[config.mk]
export PLATFORM = sky130hd
export DESIGN_NAME = gate_delay_monitor_flat
export DESIGN_NICKNAME = d
export VERILOG_FILES = /design/src/rtl/gate_delay_monitor_if.sv /design/src/rtl/gate_delay_monitor.sv /design/src/flat_wrapper.sv
export SDC_FILE = /design/constraint.sdc
export NUM_CORES = 1
export LEC_CHECK = 0
export ABC_AREA = 0
export CORE_ASPECT_RATIO = 1.75
export CORE_MARGIN = 2
export CORE_UTILIZATION = 50
export CTS_BUF_LIST = sky130_fd_sc_hd__clkbuf_8
export CTS_CLUSTER_DIAMETER = 40
export DETAILED_ROUTE_END_ITERATION = 7
export PLACE_DENSITY = 0.85
export REMOVE_ABC_BUFFERS = 1
export SYNTH_ARGS = -nofsm -noshare
export SYNTH_HDL_FRONTEND = slang
export SYNTH_SLANG_ARGS = --single-unit
export TNS_END_PERCENT = 10
[constraint.sdc]
create_clock -name CLK -period 3.2 [get_ports CLK]
set_input_delay 0.64 -clock CLK [delete_from_list [all_inputs] [get_ports CLK]]
set_output_delay 0.64 -clock CLK [all_outputs]
set_load 0.02 [all_outputs]
[src/rtl/gate_delay_monitor_if.sv]
// Observation bus between a gate-under-test stimulus side and gate_delay_monitor.
//   A, Z      : gate input / gate output samples, synchronous to the monitor clock
//   DONE      : measurement-complete pulse, with DELAY / EDGE / ERR
//   TIMEOUT   : no Z edge answered the last A edge in time
//   SPUR      : Z edge seen with no pending A edge
//   ERR_CNT   : saturating event counter
// master = stimulus / observing side, slave = monitor.
interface gate_delay_monitor_if #(
  parameter int unsigned CNT_W = 8
);
  logic             A;
  logic             Z;
  logic             DONE;
  logic [CNT_W-1:0] DELAY;
  logic             EDGE;
  logic             ERR;
  logic             TIMEOUT;
  logic             SPUR;
  logic [7:0]       ERR_CNT;

  modport master (
    output A, Z,
    input  DONE, DELAY, EDGE, ERR, TIMEOUT, SPUR, ERR_CNT
  );

  modport slave (
    input  A, Z,
    output DONE, DELAY, EDGE, ERR, TIMEOUT, SPUR, ERR_CNT
  );
endinterface

[src/rtl/gate_delay_monitor.sv]
// Synchronous gate timing observer: measures A-edge to Z-edge delay in clock
// cycles, classifies the Z transition as rise/fall and checks it against the
// expected rise/fall delay within a tolerance.
// Ports:
//   CLK  - clock, rising-edge sampling
//   RST  - synchronous active-high reset
//   mon  - slave modport of gate_delay_monitor_if (A/Z in, result pulses out)
module gate_delay_monitor #(
  parameter int unsigned RISE_DLY = 5,
  parameter int unsigned FALL_DLY = 3,
  parameter int unsigned TOL      = 0,
  parameter int unsigned MAX_WAIT = 63,
  parameter int unsigned CNT_W    = 8
) (
  input logic                 CLK,
  input logic                 RST,
  gate_delay_monitor_if.slave mon
);

  localparam int unsigned CW1     = CNT_W + 1;
  localparam logic [7:0]  CNT_SAT = 8'hFF;

  typedef enum logic {IDLE, WAIT} state_e;

  state_e           state_q;
  logic             a_q, z_q;
  logic [CNT_W-1:0] cnt_q;
  logic [CNT_W-1:0] delay_q;
  logic             done_q, edge_q, err_q, tmo_q, spur_q;
  logic [7:0]       err_cnt_q;

  logic             a_edge_c, z_edge_c, cnt_max_c;
  logic [CW1-1:0]   meas_c, exp_c, diff_c;
  logic             err_c, evt_c;

  // Edge detection, tolerance check and "error event this cycle" flag.
  // The measured delay is 0 when both edges land in the same IDLE sample.
  always_comb begin
    a_edge_c  = (mon.A != a_q);
    z_edge_c  = (mon.Z != z_q);
    cnt_max_c = (cnt_q == CNT_W'(MAX_WAIT));
    meas_c    = (state_q == WAIT) ? {1'b0, cnt_q} : '0;
    exp_c     = mon.Z ? CW1'(RISE_DLY) : CW1'(FALL_DLY);
    diff_c    = (meas_c >= exp_c) ? (meas_c - exp_c) : (exp_c - meas_c);
    err_c     = (32'(diff_c) > TOL);
    evt_c     = 1'b0;
    case (state_q)
      IDLE: begin
        if (a_edge_c) evt_c = z_edge_c & err_c;
        else          evt_c = z_edge_c;
      end
      WAIT: begin
        if (z_edge_c)      evt_c = err_c;
        else if (!a_edge_c) evt_c = cnt_max_c;
      end
    endcase
  end

  // Measurement FSM with registered result outputs.
  always_ff @(posedge CLK) begin
    if (RST) begin
      a_q       <= mon.A;
      z_q       <= mon.Z;
      state_q   <= IDLE;
      cnt_q     <= '0;
      delay_q   <= '0;
      edge_q    <= 1'b0;
      done_q    <= 1'b0;
      err_q     <= 1'b0;
      tmo_q     <= 1'b0;
      spur_q    <= 1'b0;
      err_cnt_q <= '0;
    end else begin
      a_q    <= mon.A;
      z_q    <= mon.Z;
      done_q <= 1'b0;
      err_q  <= 1'b0;
      tmo_q  <= 1'b0;
      spur_q <= 1'b0;
      if (evt_c && (err_cnt_q != CNT_SAT)) err_cnt_q <= err_cnt_q + 8'd1;
      case (state_q)
        IDLE: begin
          if (a_edge_c) begin
            if (z_edge_c) begin
              done_q  <= 1'b1;
              delay_q <= '0;
              edge_q  <= mon.Z;
              err_q   <= err_c;
            end else begin
              state_q <= WAIT;
              cnt_q   <= CNT_W'(1);
            end
          end else if (z_edge_c) begin
            spur_q <= 1'b1;
          end
        end
        WAIT: begin
          if (z_edge_c) begin
            done_q  <= 1'b1;
            delay_q <= cnt_q;
            edge_q  <= mon.Z;
            err_q   <= err_c;
            // A new A edge in the same sample becomes the next reference.
            if (a_edge_c) cnt_q   <= CNT_W'(1);
            else          state_q <= IDLE;
          end else if (a_edge_c) begin
            // Input toggled before the output answered: restart silently.
            cnt_q <= CNT_W'(1);
          end else if (cnt_max_c) begin
            tmo_q   <= 1'b1;
            state_q <= IDLE;
          end else begin
            cnt_q <= cnt_q + CNT_W'(1);
          end
        end
      endcase
    end
  end

  assign mon.DONE    = done_q;
  assign mon.DELAY   = delay_q;
  assign mon.EDGE    = edge_q;
  assign mon.ERR     = err_q;
  assign mon.TIMEOUT = tmo_q;
  assign mon.SPUR    = spur_q;
  assign mon.ERR_CNT = err_cnt_q;

endmodule
[src/flat_wrapper.sv]
// flat-port wrapper written by rule: the top's interface ports become plain ports
module gate_delay_monitor_flat 
#(
  parameter int unsigned RISE_DLY = 5,
  parameter int unsigned FALL_DLY = 3,
  parameter int unsigned TOL      = 0,
  parameter int unsigned MAX_WAIT = 63,
  parameter int unsigned CNT_W    = 8
)
  (CLK, RST, mon_A, mon_Z, mon_DONE, mon_DELAY, mon_EDGE, mon_ERR, mon_TIMEOUT, mon_SPUR, mon_ERR_CNT);
  gate_delay_monitor_if #(.CNT_W(CNT_W)) mon_i ();
  input logic CLK;
  input logic RST;
  input wire logic [$bits(mon_i.A)-1:0] mon_A;
  input wire logic [$bits(mon_i.Z)-1:0] mon_Z;
  output wire logic [$bits(mon_i.DONE)-1:0] mon_DONE;
  output wire logic [$bits(mon_i.DELAY)-1:0] mon_DELAY;
  output wire logic [$bits(mon_i.EDGE)-1:0] mon_EDGE;
  output wire logic [$bits(mon_i.ERR)-1:0] mon_ERR;
  output wire logic [$bits(mon_i.TIMEOUT)-1:0] mon_TIMEOUT;
  output wire logic [$bits(mon_i.SPUR)-1:0] mon_SPUR;
  output wire logic [$bits(mon_i.ERR_CNT)-1:0] mon_ERR_CNT;
  assign mon_i.A = mon_A;
  assign mon_i.Z = mon_Z;
  assign mon_DONE = mon_i.DONE;
  assign mon_DELAY = mon_i.DELAY;
  assign mon_EDGE = mon_i.EDGE;
  assign mon_ERR = mon_i.ERR;
  assign mon_TIMEOUT = mon_i.TIMEOUT;
  assign mon_SPUR = mon_i.SPUR;
  assign mon_ERR_CNT = mon_i.ERR_CNT;
  gate_delay_monitor #(.RISE_DLY(RISE_DLY), .FALL_DLY(FALL_DLY), .TOL(TOL), .MAX_WAIT(MAX_WAIT), .CNT_W(CNT_W)) u_core (.CLK(CLK), .RST(RST), .mon(mon_i));
endmodule
==> flow_summary.yaml <==
status:
  run_status: "completed"
critical_path:
  path_cells: "dlygate4sd2_1 > ha_1 > nand4_2 > and4b_1 > o311a_1 > or4_1 > a21oi_2 > buf_12 > nor2_4 > mux2_4"
  critPathBufInv: 2
  timing.critical_path.to_type: "flip-flop"
  worstPathMaxFanout: 7
  timing.critical_path.from_type: "input port"
  worst_path_largest_cell_delay_ns: 0.55
  critPathSlowestCell: "or4_1"
  worst_ep_required_time_ns: 3.37
  critical_path_arrival_ns: 3.19
  path_delay_family: "simple AND/OR/NAND/NOR gates"
  timing_worst_setup_path_type: "in -> reg"
timing:
  worst_case_setup_margin_in_the_final_layout_ns: 0.180
  hold-worst-slack_ns: 0.496
  fin_crit_ns: 3.02
  worst_pin_slew_ns: 0.719
  finalClockSkew_ns: 0.00429
  achievable-frequency_ghz: 0.331
  hold_viol_final: 0
  drv_slew: 0
  final-setup-viol-count: 0
  finalCritPeriodShare: 0.944
  slew-limit-headroom: 0.519
  setup_repair_after_global_routing_missed_its_margin: "false"
global_routing:
  grt_first_pass_wirelength_um: 7230
  vias_in_the_first_global_route: 1665
  globalRoute.totalOverflow: 0
  grtUsageTotal: 0.261
  initial_antenna_violation_count: 0
  grt_max_degree: 21
finish:
  n_antenna_cell: 0
  drive_above_1_share: 0.166
  post-route-util: 0.678
  finish.net_count: 251
  total_of_fill_cells_in_the_finished_design: 266
  area_growth_pct: 31.9
  area_used_by_multi_input_combinational_logic_mm2: 0.00100
  register_area_um2: 641
  layout.cell_area.non_filler_mm2: 0.00226
pwr:
  total_power_per_unit_cell_area_mw_per_mm2: 397
  vdd_ir_drop_max_mv: 0.362
  power.leakage_nw: 0.860
  power.total_mw: 0.895
placement:
  detailedPlacementHpwl_um: 3110
  pre_cts_slack_ns: -0.364
  place.port_buffers: 24
  post_dp_cell_area_mm2: 0.00209
  routabilityCongestion: 0.885
route:
  vias: 1694
  drt_drc_violations_left: 0
  drt_first_iter_violations: 52
  drt-total-wl_um: 4300
  drt-wirelength-per-cell_um: 15.0
  route.antenna.remaining_nets: 0
  drt_first_pass_iters: 4
  route.detailed.vias_per_inst: 5.92
logic_synthesis:
  synth_top_area_share: 0.375
  yosysTopAreaCell: "dfxtp_1"
  synthFlopType: "dfxtp_1"
  asyncSetResetFlopFracSynth: 0
  largest_family_of_logic_cells_by_synthesized_area: "simple AND/OR/NAND/NOR gates"
  syn-instance-count: 202
  yosys_warnings: 0
  synth_top_cells_by_area: "dfxtp_1 (37%), nor2_1 (5.5%), ha_1 (3.7%), nand3_1 (3.5%), a22oi_1 (3.5%)"
  synthDistinctLibCells: 52
  seq_area_frac_synth: 0.375
  synth-edff-count: 0
  synth_xor_area_frac: 0.0512
  netlist_area_mm2: 0.00171
  synth_simple_gate_area_share: 0.263
  synth-seq-cells: 32
  synth.avg_cell_area_um2: 8.47
  adder_cell_fraction_of_synth_area: 0.0483
  synth-compound-area-share: 0.195
  yosys-mux-area-fraction: 0.0146
min_path:
  min_path_type: "reg -> reg"
floorplan:
  floorplan.core_area_mm2: 0.00333
  start_util: 0.514
  io-pin-count: 25
  fp.dieArea_mm2: 0.00392
  die-height_um: 81.4
  placementRows: 28
  die-width_um: 48.2
clock_network:
  tritoncts_clock_tree: "built"
  path_clk_slew_ns: 0.06
  cts_made_buffers: 5
  htree_num_levels: 2
  worst_skew_pair.late_latency_ns: 0.28
  clkSinkCount: 32
  max-clock-path-buffers: 2
  clock_root_buffer: "clkbuf_8"
job:
  maxCapViolCount: 0
==> kinds of logic (layout without fill, tap and decap cells) <==
| family | count (synthesis) | count (layout) |
|---|---|---|
| AOI/OAI and AO/OA | 47 | 47 |
| xor gates and xnor gates | 10 | 10 |
| adders and majority gates | 6 | 6 |
| buffers and inverters | 19 | 58 |
| DFF | 32 | 32 |
| muxes | 2 | 2 |
| and+or+nand+nor | 86 | 86 |
==> state kept, by name (all words and copies together) (netlist names) <==
name and count:
u_core.mon.DONE 1, u_core.state_q 1, u_core.cnt_q 8, u_core.mon.ERR 1
u_core.z_q 1, u_core.mon.SPUR 1, u_core.mon.EDGE 1, u_core.mon.ERR_CNT 8
u_core.a_q 1, u_core.mon.DELAY 8, u_core.mon.TIMEOUT 1
==> synth_stat cells (2+ instances only) <==
master / n
nor4_1: 2
nor3_1: 7
nand4_1: 2
a311oi_1: 2
and2_1: 2
clkbuf_1: 6
nand2b_1: 3
o41ai_1: 2
xnor2_1: 5
nand2_1: 12
nand3_1: 12
o31ai_1: 6
dfxtp_1: 32
o21ai_0: 6
a22oi_1: 8
nor2_1: 25
or4_1: 6
buf_4: 2
and3_1: 3
xor2_1: 5
ha_1: 5
nor2b_1: 3
buf_2: 3
a21oi_1: 9
a31oi_1: 3
inv_1: 5
==> cell usage in the layout, fill, tap and decap left out, types with 7 or more instances in the layout <==
cell type / Yosys / final
nand3_1: 12 / 12
a22oi_1: 8 / 8
clkdlybuf4s50_1: 0 / 23
dfxtp_1: 32 / 32
nand2_1: 12 / 12
nor3_1: 7 / 7
clkbuf_8: 0 / 7
nor2_1: 25 / 25
a21oi_1: 9 / 9
buf_4: 2 / 20
==> metal layers <==
metal | GRT usage | vias to the layer above | share of wire
li1 | - | 813 | -
met1 | 0.254 | 815 | 0.35
met2 | 0.441 | 45 | 0.56
met3 | 0.0600 | 21 | 0.031
met4 | 0.192 | 0 | 0.056
met5 | 0 | - | 0
==> worst paths after layout <==
| check | cells after the start | slack, ns | to | start |
|---|---|---|---|---|
| worst min-delay path | 2 | 0.50 | u_core.mon.DELAY[2]$_SDFFE_PP0P_ | u_core.mon.DELAY[2]$_SDFFE_PP0P_ |
| worst max register to register | 11 | 0.21 | u_core.mon.ERR_CNT[5]$_SDFFE_PP0P_ | u_core.cnt_q[2]$_SDFFE_PP0P_ |
| worst min register to register | 2 | 0.50 | u_core.mon.DELAY[2]$_SDFFE_PP0P_ | u_core.mon.DELAY[2]$_SDFFE_PP0P_ |
| worst max-delay path | 10 | 0.18 | u_core.mon.ERR_CNT[0]$_SDFFE_PP0P_ | mon_Z |
==> stage by stage <==
stage	setup TNS [ns]	std cells
finish	0	286
floorplan	-0.121	188
global placement	-2.40	276
global route	0	286
detailed placement	-2.67	276
CTS	0	286
==> tightest hold or removal path, stage by stage, from the launching register on <==
cell,delay [ns]
dfxtp_1,0.32
a22oi_1,0.06
nor2_1,0.07
==> repair_timing <==
| action | in CTS | in global routing |
|---|---|---|
| resized for setup | 6 | 0 |
| endpoints found under the setup margin | 6 | 0 |
| hold buffers | 0 | 0 |
| endpoints found under the hold margin | 0 | 0 |
| setup buffers | 2 | 0 |
==> report_power, final <==
group | switching (mW) | total (mW) | internal [mW]
Combinational | 0.0817 | 0.141 | 0.0593
Sequential | 0.0141 | 0.425 | 0.411
Clock | 0.138 | 0.329 | 0.191
==> layout make-up <==
class                           count  area share
Sequential cell                    32       0.284
Inverter                            5     0.00832
Tap cell                           45      0.0250
Multi-Input combinational cell    151       0.444
Timing Repair Buffer               46       0.196
Clock buffer                        7      0.0427
No activity file was read; power rests on OpenSTA's default activity.
